<file path="src/rtl/piradip_sample_buffer_pkg.sv">
// Shared types and sizing helpers for the AXI-Stream sample playback engine.
// Used by piradip_axis_sample_playback and piradip_sample_prefetch_fifo.
package piradip_sample_buffer_pkg;

    typedef enum logic [1:0] {
        ST_IDLE  = 2'd0,
        ST_RUN   = 2'd1,
        ST_DRAIN = 2'd2
    } playback_state_t;

    // One slot per in-flight RAM read plus two so a pop and a refill can overlap.
    function automatic int prefetch_depth(input int read_latency);
        return read_latency + 2;
    endfunction

endpackage

</file>
<file path="src/rtl/piradip_sample_prefetch_fifo.sv">
// Small synchronous FIFO holding prefetched sample words. flush empties it,
// optionally keeping the current head word so a stalled beat stays intact.
module piradip_sample_prefetch_fifo
    import piradip_sample_buffer_pkg::*;
#(
    parameter int WIDTH = 65,
    parameter int DEPTH = prefetch_depth(1)
) (
    input  logic                           aclk,
    input  logic                           aresetn,
    input  logic                           wr_en,
    input  logic [WIDTH-1:0]               wr_data,
    input  logic                           rd_en,
    output logic [WIDTH-1:0]               rd_data,
    output logic                           empty,
    output logic [$clog2(DEPTH+1)-1:0]     count,
    input  logic                           flush,
    input  logic                           flush_keep_head
);

    localparam int PTR_W = $clog2(DEPTH);
    localparam int CNT_W = $clog2(DEPTH+1);

    logic [WIDTH-1:0] entry_q [DEPTH];
    logic [PTR_W-1:0] rd_ptr_q, rd_ptr_d;
    logic [PTR_W-1:0] wr_ptr_q, wr_ptr_d;
    logic [CNT_W-1:0] count_q, count_d;
    logic             wr_fire;
    logic             rd_fire;
    logic [DEPTH-1:0] wr_sel;

    function automatic logic [PTR_W-1:0] ptr_inc(input logic [PTR_W-1:0] p);
        return (p == PTR_W'(DEPTH-1)) ? '0 : p + PTR_W'(1);
    endfunction

    genvar gi;
    generate
        for (gi = 0; gi < DEPTH; gi++) begin : g_wr_sel
            assign wr_sel[gi] = wr_fire && (wr_ptr_q == PTR_W'(gi));
        end
    endgenerate

    always_comb begin
        wr_fire  = wr_en && (count_q != CNT_W'(DEPTH)) && !flush;
        rd_fire  = rd_en && (count_q != '0);
        rd_ptr_d = rd_ptr_q;
        wr_ptr_d = wr_ptr_q;
        count_d  = count_q;
        if (flush) begin
            if (flush_keep_head && (count_q != '0)) begin
                wr_ptr_d = ptr_inc(rd_ptr_q);
                count_d  = CNT_W'(1);
            end else begin
                wr_ptr_d = rd_ptr_q;
                count_d  = '0;
            end
        end else begin
            if (rd_fire) rd_ptr_d = ptr_inc(rd_ptr_q);
            if (wr_fire) wr_ptr_d = ptr_inc(wr_ptr_q);
            count_d = count_q + CNT_W'(wr_fire) - CNT_W'(rd_fire);
        end
    end

    always_ff @(posedge aclk) begin
        if (!aresetn) begin
            rd_ptr_q <= '0;
            wr_ptr_q <= '0;
            count_q  <= '0;
        end else begin
            rd_ptr_q <= rd_ptr_d;
            wr_ptr_q <= wr_ptr_d;
            count_q  <= count_d;
        end
    end

    always_ff @(posedge aclk) begin
        for (int i = 0; i < DEPTH; i++) begin
            if (wr_sel[i]) entry_q[i] <= wr_data;
        end
    end

    assign rd_data = entry_q[rd_ptr_q];
    assign empty   = (count_q == '0);
    assign count   = count_q;

endmodule

</file>
<file path="src/rtl/piradip_axis_sample_playback.sv">
// Streams a window of RAM words out of an AXI4-Stream manager, one-shot or looping.
// Define PIRADIP_SAMPLE_PLAYBACK_TLAST_EN to add m_axis_tlast on end-of-window beats.
module piradip_axis_sample_playback
    import piradip_sample_buffer_pkg::*;
#(
    parameter int DATA_WIDTH   = 64,
    parameter int ADDR_WIDTH   = 12,
    parameter int READ_LATENCY = 1
) (
    input  logic                  aclk,
    input  logic                  aresetn,
    input  logic                  stream_update,
    input  logic                  stream_active,
    input  logic                  stream_one_shot,
    input  logic [ADDR_WIDTH-1:0] stream_start_offset,
    input  logic [ADDR_WIDTH-1:0] stream_end_offset,
    output logic                  stream_stopped,
    output logic [ADDR_WIDTH-1:0] mem_addr,
    output logic                  mem_en,
    input  logic [DATA_WIDTH-1:0] mem_rdata,
    output logic [DATA_WIDTH-1:0] m_axis_tdata,
    output logic                  m_axis_tvalid,
    input  logic                  m_axis_tready
`ifdef PIRADIP_SAMPLE_PLAYBACK_TLAST_EN
    ,
    output logic                  m_axis_tlast
`endif
);

    localparam int DEPTH = prefetch_depth(READ_LATENCY);
    localparam int CNT_W = $clog2(DEPTH+1);

    playback_state_t         state_q, state_d;
    logic [ADDR_WIDTH-1:0]   ptr_q, ptr_d;
    logic [ADDR_WIDTH-1:0]   start_q, start_d;
    logic [ADDR_WIDTH-1:0]   end_q, end_d;
    logic                    one_shot_q, one_shot_d;
    logic                    restart_q, restart_d;
    logic                    pending_q, pending_d;
    logic [READ_LATENCY-1:0] rd_valid_q, rd_valid_d;
    logic [READ_LATENCY-1:0] rd_last_q, rd_last_d;
    logic [READ_LATENCY-1:0] stage_valid_in;
    logic [READ_LATENCY-1:0] stage_last_in;

    logic [DATA_WIDTH:0]     fifo_rd_data;
    logic                    fifo_empty;
    logic [CNT_W-1:0]        fifo_count;
    logic                    fifo_flush;
    logic                    fifo_keep;

    logic                    issue;
    logic                    at_end;
    logic                    beat_valid;
    logic                    beat_pop;
    logic                    head_last;
    logic                    stopped;
    logic                    pipe_clear;
    int                      outstanding;
    int                      occupancy;

    // Each stage tracks one issued read and whether it targeted end_offset.
    genvar gi;
    generate
        for (gi = 0; gi < READ_LATENCY; gi++) begin : g_stage
            if (gi == 0) begin : g_head
                assign stage_valid_in[gi] = issue;
                assign stage_last_in[gi]  = at_end;
            end else begin : g_tail
                assign stage_valid_in[gi] = rd_valid_q[gi-1];
                assign stage_last_in[gi]  = rd_last_q[gi-1];
            end
        end
    endgenerate

    always_comb begin
        outstanding = 0;
        for (int i = 0; i < READ_LATENCY; i++) begin
            outstanding = outstanding + int'(rd_valid_q[i]);
        end
        occupancy  = outstanding + int'(fifo_count);
        beat_valid = aresetn && !fifo_empty;
        beat_pop   = beat_valid && m_axis_tready;
        head_last  = fifo_rd_data[DATA_WIDTH];
        at_end     = (ptr_q == end_q);
        issue      = aresetn && (state_q == ST_RUN) && !pending_q && !stream_update
                     && (occupancy < DEPTH);

        state_d    = state_q;
        ptr_d      = ptr_q;
        start_d    = start_q;
        end_d      = end_q;
        one_shot_d = one_shot_q;
        restart_d  = restart_q;
        pending_d  = pending_q;
        stopped    = 1'b0;
        pipe_clear = 1'b0;
        fifo_flush = 1'b0;
        fifo_keep  = 1'b0;

        if (issue) begin
            ptr_d = at_end ? start_q : ptr_q + ADDR_WIDTH'(1);
            if (one_shot_q && at_end) state_d = ST_DRAIN;
        end

        if ((state_q == ST_DRAIN) && !pending_q && beat_pop && head_last) begin
            state_d = ST_IDLE;
            stopped = 1'b1;
        end

        if (pending_q && beat_pop) begin
            pending_d = 1'b0;
            if (restart_q) begin
                state_d = ST_RUN;
                ptr_d   = start_q;
            end else begin
                state_d = ST_IDLE;
            end
        end

        if (stream_update) begin
            if (state_q == ST_IDLE) begin
                if (stream_active) begin
                    start_d    = stream_start_offset;
                    end_d      = stream_end_offset;
                    one_shot_d = stream_one_shot;
                    state_d    = ST_RUN;
                    ptr_d      = stream_start_offset;
                end
            end else begin
                start_d    = stream_start_offset;
                end_d      = stream_end_offset;
                one_shot_d = stream_one_shot;
                pipe_clear = 1'b1;
                fifo_flush = 1'b1;
                stopped    = 1'b0;
                // A stalled beat must complete before the new window takes over.
                if (beat_valid && !m_axis_tready) begin
                    fifo_keep = 1'b1;
                    pending_d = 1'b1;
                    restart_d = stream_active;
                    state_d   = state_q;
                    ptr_d     = ptr_q;
                end else begin
                    pending_d = 1'b0;
                    state_d   = stream_active ? ST_RUN : ST_IDLE;
                    ptr_d     = stream_start_offset;
                end
            end
        end

        rd_valid_d = pipe_clear ? '0 : stage_valid_in;
        rd_last_d  = pipe_clear ? '0 : stage_last_in;
    end

    always_ff @(posedge aclk) begin
        if (!aresetn) begin
            state_q    <= ST_IDLE;
            ptr_q      <= '0;
            start_q    <= '0;
            end_q      <= '0;
            one_shot_q <= 1'b0;
            restart_q  <= 1'b0;
            pending_q  <= 1'b0;
            rd_valid_q <= '0;
            rd_last_q  <= '0;
        end else begin
            state_q    <= state_d;
            ptr_q      <= ptr_d;
            start_q    <= start_d;
            end_q      <= end_d;
            one_shot_q <= one_shot_d;
            restart_q  <= restart_d;
            pending_q  <= pending_d;
            rd_valid_q <= rd_valid_d;
            rd_last_q  <= rd_last_d;
        end
    end

    piradip_sample_prefetch_fifo #(
        .WIDTH (DATA_WIDTH + 1),
        .DEPTH (DEPTH)
    ) u_prefetch (
        .aclk            (aclk),
        .aresetn         (aresetn),
        .wr_en           (rd_valid_q[READ_LATENCY-1]),
        .wr_data         ({rd_last_q[READ_LATENCY-1], mem_rdata}),
        .rd_en           (beat_pop),
        .rd_data         (fifo_rd_data),
        .empty           (fifo_empty),
        .count           (fifo_count),
        .flush           (fifo_flush),
        .flush_keep_head (fifo_keep)
    );

    assign mem_en         = issue;
    assign mem_addr       = aresetn ? ptr_q : '0;
    assign m_axis_tvalid  = beat_valid;
    assign m_axis_tdata   = fifo_rd_data[DATA_WIDTH-1:0];
    assign stream_stopped = stopped;
`ifdef PIRADIP_SAMPLE_PLAYBACK_TLAST_EN
    assign m_axis_tlast   = beat_valid && head_last;
`endif

endmodule

</file>
<file path="config.mk">
export PLATFORM = sky130hd
export DESIGN_NAME = piradip_axis_sample_playback
export DESIGN_NICKNAME = d
export VERILOG_FILES = /design/src/rtl/piradip_sample_buffer_pkg.sv /design/src/rtl/piradip_sample_prefetch_fifo.sv /design/src/rtl/piradip_axis_sample_playback.sv
export SDC_FILE = /design/constraint.sdc
export NUM_CORES = 1
export LEC_CHECK = 0
export BUFFER_PORTS_ARGS = -buffer_cell sky130_fd_sc_hd__buf_2
export CAP_MARGIN = 20
export CORE_UTILIZATION = 57
export CTS_BUF_LIST = sky130_fd_sc_hd__clkbuf_8
export DETAILED_ROUTE_END_ITERATION = 10
export HOLD_SLACK_MARGIN = 0.02
export PLACE_DENSITY = 0.92
export SLEW_MARGIN = 10
export SYNTH_ARGS = -nofsm -noshare
export SYNTH_HDL_FRONTEND = slang
export SYNTH_SLANG_ARGS = --single-unit
</file>
<file path="constraint.sdc">
create_clock -name aclk -period 12.2 [get_ports aclk]
set_input_delay 2.44 -clock aclk [delete_from_list [all_inputs] [get_ports aclk]]
set_output_delay 2.44 -clock aclk [all_outputs]
set_load 0.03 [all_outputs]
</file>
=== Yosys cells after proc, flatten, opt, wreduce, memory -nomap -nowiden ===
Memory sizes are Yosys's and may differ from the RTL's. A register that Yosys moved wholly into a read port is not among the register bits.
Cells that the tools add are included.

* Register bits after elaboration: 49
* Latch bits: 0
* RAM bits: 195
* Bits in read-only memories: 0
* Input port bits: 94
* Output and inout bits: 79
* Memories kept: 1

* Add/subtract/negate cells: 6
* Multipliers: 0
* Div/mod/pow operators: 0
* Order comparisons: 1
* Equality and inequality tests: 9
* Shift operators: 0
* Multiplexer cells: 57
* Bitwise logic cells: 3
* Reduce and logical (&&, ||, !) cells: 35

{| class="wikitable"
|+ Memory list
! memory !! depth !! width !! read ports !! clocked after memory_dff !! wr ports !! RTL line !! text
|-
| u_prefetch.entry_q || 3 || 65 || 1 || 1 || 1 || piradip_sample_prefetch_fifo.sv:24 || <nowiki>logic [WIDTH-1:0] entry_q [DEPTH];</nowiki>
|}

{| class="wikitable"
|+ Operators with widths
! kind !! number
|-
| $mux 12 || 13
|-
| $mux 65 || 2
|-
| $reduce_or 65->1 || 2
|-
| $mux 2 || 18
|-
| $mux 1 || 24
|-
| $logic_and 1x1->1 || 19
|-
| $add 12x1->12 const B || 1
|-
| $eq 12x12->1 || 1
|-
| $eq 2x2->1 const B || 3
|-
| $logic_not 2->1 || 3
|-
| $logic_not 1->1 || 5
|-
| $add 2x1->2 const B || 2
|-
| $eq 2x1->1 const B || 2
|-
| $ne 2x2->1 const B || 2
|-
| $reduce_and 2->1 || 2
|-
| $reduce_bool 2->1 || 2
|-
| $add 1x2->3 || 1
|-
| $lt 3x2->1 const B || 1
|-
| $ne 3x3->1 const B || 1
|-
| $not 1->1 || 3
|-
| $reduce_and 3->1 || 1
|-
| $add 2x1->2 || 1
|-
| $reduce_or 2->1 || 1
|-
| $sub 2x1->2 || 1
|}

=== Longest topological paths before layout ===
* Depth after elaboration: 11
* Depth in mapped cells: 11

=== Cells and area by module ===
Synthesis repeated with hierarchy kept, for this count alone.

* Cell total of the unflattened synthesis: 785
* Area total of the unflattened synthesis: 10214.8 µm²

{| class="wikitable"
|+ By module, submodules not included
! module !! instances !! cells an instance !! area an instance (µm²) !! seq. area each (µm²)
|-
| piradip_sample_prefetch_fifo || 1 || 456 || 7683.6 || 6015.8
|-
| piradip_axis_sample_playback || 1 || 329 || 2531.2 || 860.8
|}

=== Least setup slack after synthesis ===
Ideal clock, no wire load.

* Path kind: input to register
* Start: input port stream_update
* End: memory u_prefetch.entry_q[1][0], enable pin
* Library setup time: 582 ps
* Arrival time: 7572 ps
* Required time: 11618 ps
* Setup slack: 4046 ps
* Stages: 3
* Cell sequence: o21ai_1 > nand2_1 > nor3b_1

* Cells in the longest elaborated chain, start to end: 9

{| class="wikitable"
|+ Ends and longest elaborated chain
! what !! RTL line !! text
|-
| start: declaration || piradip_axis_sample_playback.sv:12 || <nowiki>input logic stream_update,</nowiki>
|-
| $mux 1 (*) || piradip_axis_sample_playback.sv:120 || <nowiki>if (stream_update) begin</nowiki>
|-
| $logic_not 1->1 (*) || piradip_sample_prefetch_fifo.sv:44 || <nowiki>wr_fire = wr_en && (count_q != CNT_W'(DEPTH)) && !flush;</nowiki>
|-
| $logic_and 1x1->1 (*) || piradip_sample_prefetch_fifo.sv:44 ||
|-
| $logic_and 1x1->1 (*) || piradip_sample_prefetch_fifo.sv:39 || <nowiki>assign wr_sel[gi] = wr_fire && (wr_ptr_q == PTR_W'(gi));</nowiki>
|-
| named net u_prefetch.wr_sel[1] || piradip_sample_prefetch_fifo.sv:30 || <nowiki>logic [DEPTH-1:0] wr_sel;</nowiki>
|-
| $mux 1 (*) || piradip_sample_prefetch_fifo.sv:78 || <nowiki>if (wr_sel[i]) entry_q[i] <= wr_data;</nowiki>
|-
| $mux 1 (not written as such) (*) || piradip_sample_prefetch_fifo.sv:78 ||
|-
| $reduce_or 65->1 (no line) || -- ||
|-
| $mux 2 (no line) / $mux 1 (equally long branches) (2 in a row) || -- ||
|-
| end: declaration || piradip_sample_prefetch_fifo.sv:24 ||
|}

Mark *: on every way through the listed nets, which the timed path passes. The rest lies on a longest branch.

=== Worst setup path after layout ===
* Start: input port aresetn
* End: output port mem_en

* Cells in the longest elaborated chain, start to end: 4

{| class="wikitable"
|+ Ends and longest elaborated chain
! what !! RTL line !! text
|-
| start: declaration || piradip_axis_sample_playback.sv:11 || <nowiki>input logic aresetn,</nowiki>
|-
| $logic_and 1x1->1 (3 in a row) || piradip_axis_sample_playback.sv:85 || <nowiki>issue = aresetn && (state_q == ST_RUN) && !pending_q && !stream_update</nowiki>
|-
| $logic_and 1x1->1 || piradip_axis_sample_playback.sv:86 || <nowiki>&& (occupancy < DEPTH);</nowiki>
|-
| end: declaration || piradip_axis_sample_playback.sv:19 || <nowiki>output logic mem_en,</nowiki>
|}

No other way between the ends.

==> key figures <==
Detailed routing
  • Detail Route Antenna Nets: 0
  • TritonRoute pass-1 iters: 5
  • Post-DR vias/cell: 5.66
  • Starting DRT DRC Count: about 590
  • Routed wire length: 21600 um
  • WL/cell: approximately 18 um
  • Residual DRC count: 0
  • Vias: roughly 6800

CTS
  • CTS Buffer Depth: 3
  • CTS buffer count: 38
  • H-Tree Depth: 2
  • CTS tree: done
  • Clock transition at path regs: 0.06 ns
  • Clock Tree Root: clkbuf_8
  • Post-CTS Resized: 0
  • # Post-CTS Setup Buffers: 0
  • CTS Hold Bufs: 0
  • Worst-Skew Late Latency: roughly 0.52 ns
  • Clock sinks: between 200 and 250

Setup path
  • Startpoint Class: input port
  • Crit Path Class: in -> out
  • CP max stage cell: nor4b_4
  • Worst path required time: slightly below 10 ns
  • Crit path max fanout: 32
  • CP delay by family, top: buffers and inverters
  • Critical-path cell list: buf_2, nor4b_4, nand3_4, clkinv_1, buf_2
  • Crit. End Element: primary output
  • Cell mode on critical path: buf_2
  • Slowest stage delay, CP: 0.42 ns
  • CP Buf/Inv Count: 3
  • Worst EP arrival: approximately 4.1 ns

STA
  • Final setup TNS: 0 ns
  • Final Hold Fails: 0
  • Worst-margin pin slew: 0.978 ns
  • Slew headroom: between 30% and 40%
  • Clock skew: between 0.015 and 0.02 ns
  • RSZ-0062 raised after global routing: false
  • Final slew viol count: 0
  • WHS: between 0.4 and 0.5 ns
  • Period utilization: a little over half
  • Achievable Freq: 154 MHz
  • Finish-stage setup viols: 0
  • Fin crit period: 6.50 ns

Synth
  • Synth Flop Type: edfxtp_1
  • Synthesized cell area: a little over 10000 sq um
  • Top cells by area, synth: edfxtp_1 (58%), dfxtp_1 (10%), mux2i_1 (6.9%)
  • Post-synth ARST share: 0%
  • Register bit total from synthesis: approximately 250
  • Synthesized area per cell: about 13 sq um
  • Count of flip-flops with a built-in enable after synthesis: 195
  • Top cells by count, synth: edfxtp_1 (195), nand2_1 (133), o21ai_0 (73), mux2i_1 (70), dfxtp_1 (51)
  • Distinct cells, synth: 55
  • Synthesized instance count: ~780
  • Most common cell in the netlist: edfxtp_1
  • Syn Nets: just under 900
  • Post-synth top area cell: edfxtp_1
  • Part of the Yosys area used for sequential elements: between 60% and 70%
  • Synth warnings: 0
  • Top cell type's share of synthesized area: 58.1%

Final layout
  • Post-layout util: approximately 69%
  • Layout net count: 1055
  • Layout cells sized above 1: roughly a quarter
  • Synthesis-to-layout area growth: 17.9%
  • Non-Filler Cell Area, Final: 11900 sq um

Floorplanning
  • Chip width: 135 um
  • Rows: 48
  • Die Span Y: ~140 um
  • Ports: around 170
  • Die area: around 18000 sq um
  • Core ar.: about 17000 sq um
  • Initial Util: 58.3%

GRT
  • Vias in the first global route: 6511
  • Aggregate global routing overflow: 0
  • Antenna violations before repair: 1
  • Largest net degree at the start of global routing: approximately 130
  • GRT Total Usage: between 20% and 30%
  • Global-route wire length before repair: approximately 33000 um

Power and ir drop
  • Worst IR drop on VDD: between 0.09 and 0.1 mV
  • Leak: roughly 4.2 nW
  • Pwr dens: ~140 nW/um^2

Placed design
  • Placed wire-length estimate: about 14000 um
  • Final RePlAce weighted congestion: around 0.90
  • Number of I/O port buffers: between 150 and 200
  • Placed Area: 11200 sq um

Run
  • Max-Cap Viols: 0

Run status
  • Status: finished clean

Min path
  • Worst min-delay path class: reg -> reg
-- registers in the layout, indices dropped and copies added, names as in the netlist, named ones only --
register / cells
pending_q: 1
u_prefetch.wr_ptr_q: 2
u_prefetch.entry_q: 195
rd_valid_q: 1
one_shot_q: 1
u_prefetch.rd_ptr_q: 2
u_prefetch.count: 2
state_q: 2
end_q: 12
start_q: 12
rd_last_q: 1
ptr_q: 12
restart_q: 1
-- final cells by class --
class                   count  area, sq um
multi-input cells         475         3010
flip-flops and latches    246         6880
repair buffers            186         1010
inverters                   9         33.8
fillers                  1157         5410
clock inverters            28          120
well taps                 225          282
diodes                      1         2.50
clock buffers              40          551
-- per-stage QoR --
stage / std cells / total power, mW / setup slack (ns)
final: 1210 / 1.65 / 5.70
after global routing: 1209 / 1.71 / 5.57
after CTS: 1207 / 1.66 / 5.72
after detailed placement: 1139 / 1.06 / 5.71
after global placement: 1139 / 1.05 / 5.75
after floorplan: 778 / 1.02 / 4.05
-- worst register-to-register path: cells and delay by family (launching register included) --
kind	cells	cell delay, ns
AOI/OAI and AO/OA	3	0.70
DFF	1	0.36
and+or+nand+nor	2	1.13
buffers and inverters	1	0.22
-- worst paths after layout --
kind                                                      from                             endpoint  slack [ns]  cells past startpoint
worst max-delay path                                   aresetn                               mem_en        5.70                      5
worst max register to register  u_prefetch.count[1]$_SDFF_PP0_                ptr_q[3]$_SDFFE_PN0N_        9.67                      6
worst min register to register            rd_last_q$_SDFF_PP0_  u_prefetch.entry_q[2][64]$_DFFE_PP_        0.46                      0
worst min-delay path                      rd_last_q$_SDFF_PP0_  u_prefetch.entry_q[2][64]$_DFFE_PP_        0.46                      0
-- per-layer routing --
metal	global-route usage (%)	routed length, um	vias to the layer above
met4	7.49	469	2
met2	41.5	11000	314
met1	28.9	8280	3220
met3	5.37	1840	42
li1	-	-	3266
met5	0	13	-
-- kinds of logic (layout without fill, tap and decap cells) --
kind of cell / after synthesis / count (layout) / synth area share [%]
buffers and inverters: 57 / 263 / 2.26
AND/OR/NAND/NOR: 221 / 221 / 10.5
AO/OA/AOI/OAI: 157 / 157 / 9.52
other: 0 / 1 / 0
adder cells (fa/ha/maj): 5 / 5 / 0.620
flip-flops: 246 / 246 / 68.2
multiplexers: 74 / 74 / 7.39
XOR/XNOR: 18 / 18 / 1.56
-- report_power, final --
group	internal (mW)	switching [mW]
logic	0.0432	0.0686
registers	0.919	0.0141
clock network	0.305	0.300
total	1.27	0.383
-- placed cells by master (no fill, tap or decap), types with 4 or more instances in the layout --
cell type and count:
ha_1 5, clkbuf_8 40, nand2_1 133, nor3_1 6, and2_1 16, mux2_2 4
and4_1 5, a31oi_1 5, o221a_2 4, and3_1 7, dfxtp_1 49, a21oi_1 32
nand3_1 7, xnor2_1 15, clkinv_2 4, nor2_1 16, edfxtp_1 195, buf_2 172
buf_4 12, nand4_1 11, o21ai_0 73, inv_1 22, clkinv_1 9, mux2i_1 70
o211ai_1 5
Note: power is estimated with default switching activity, not from simulation.
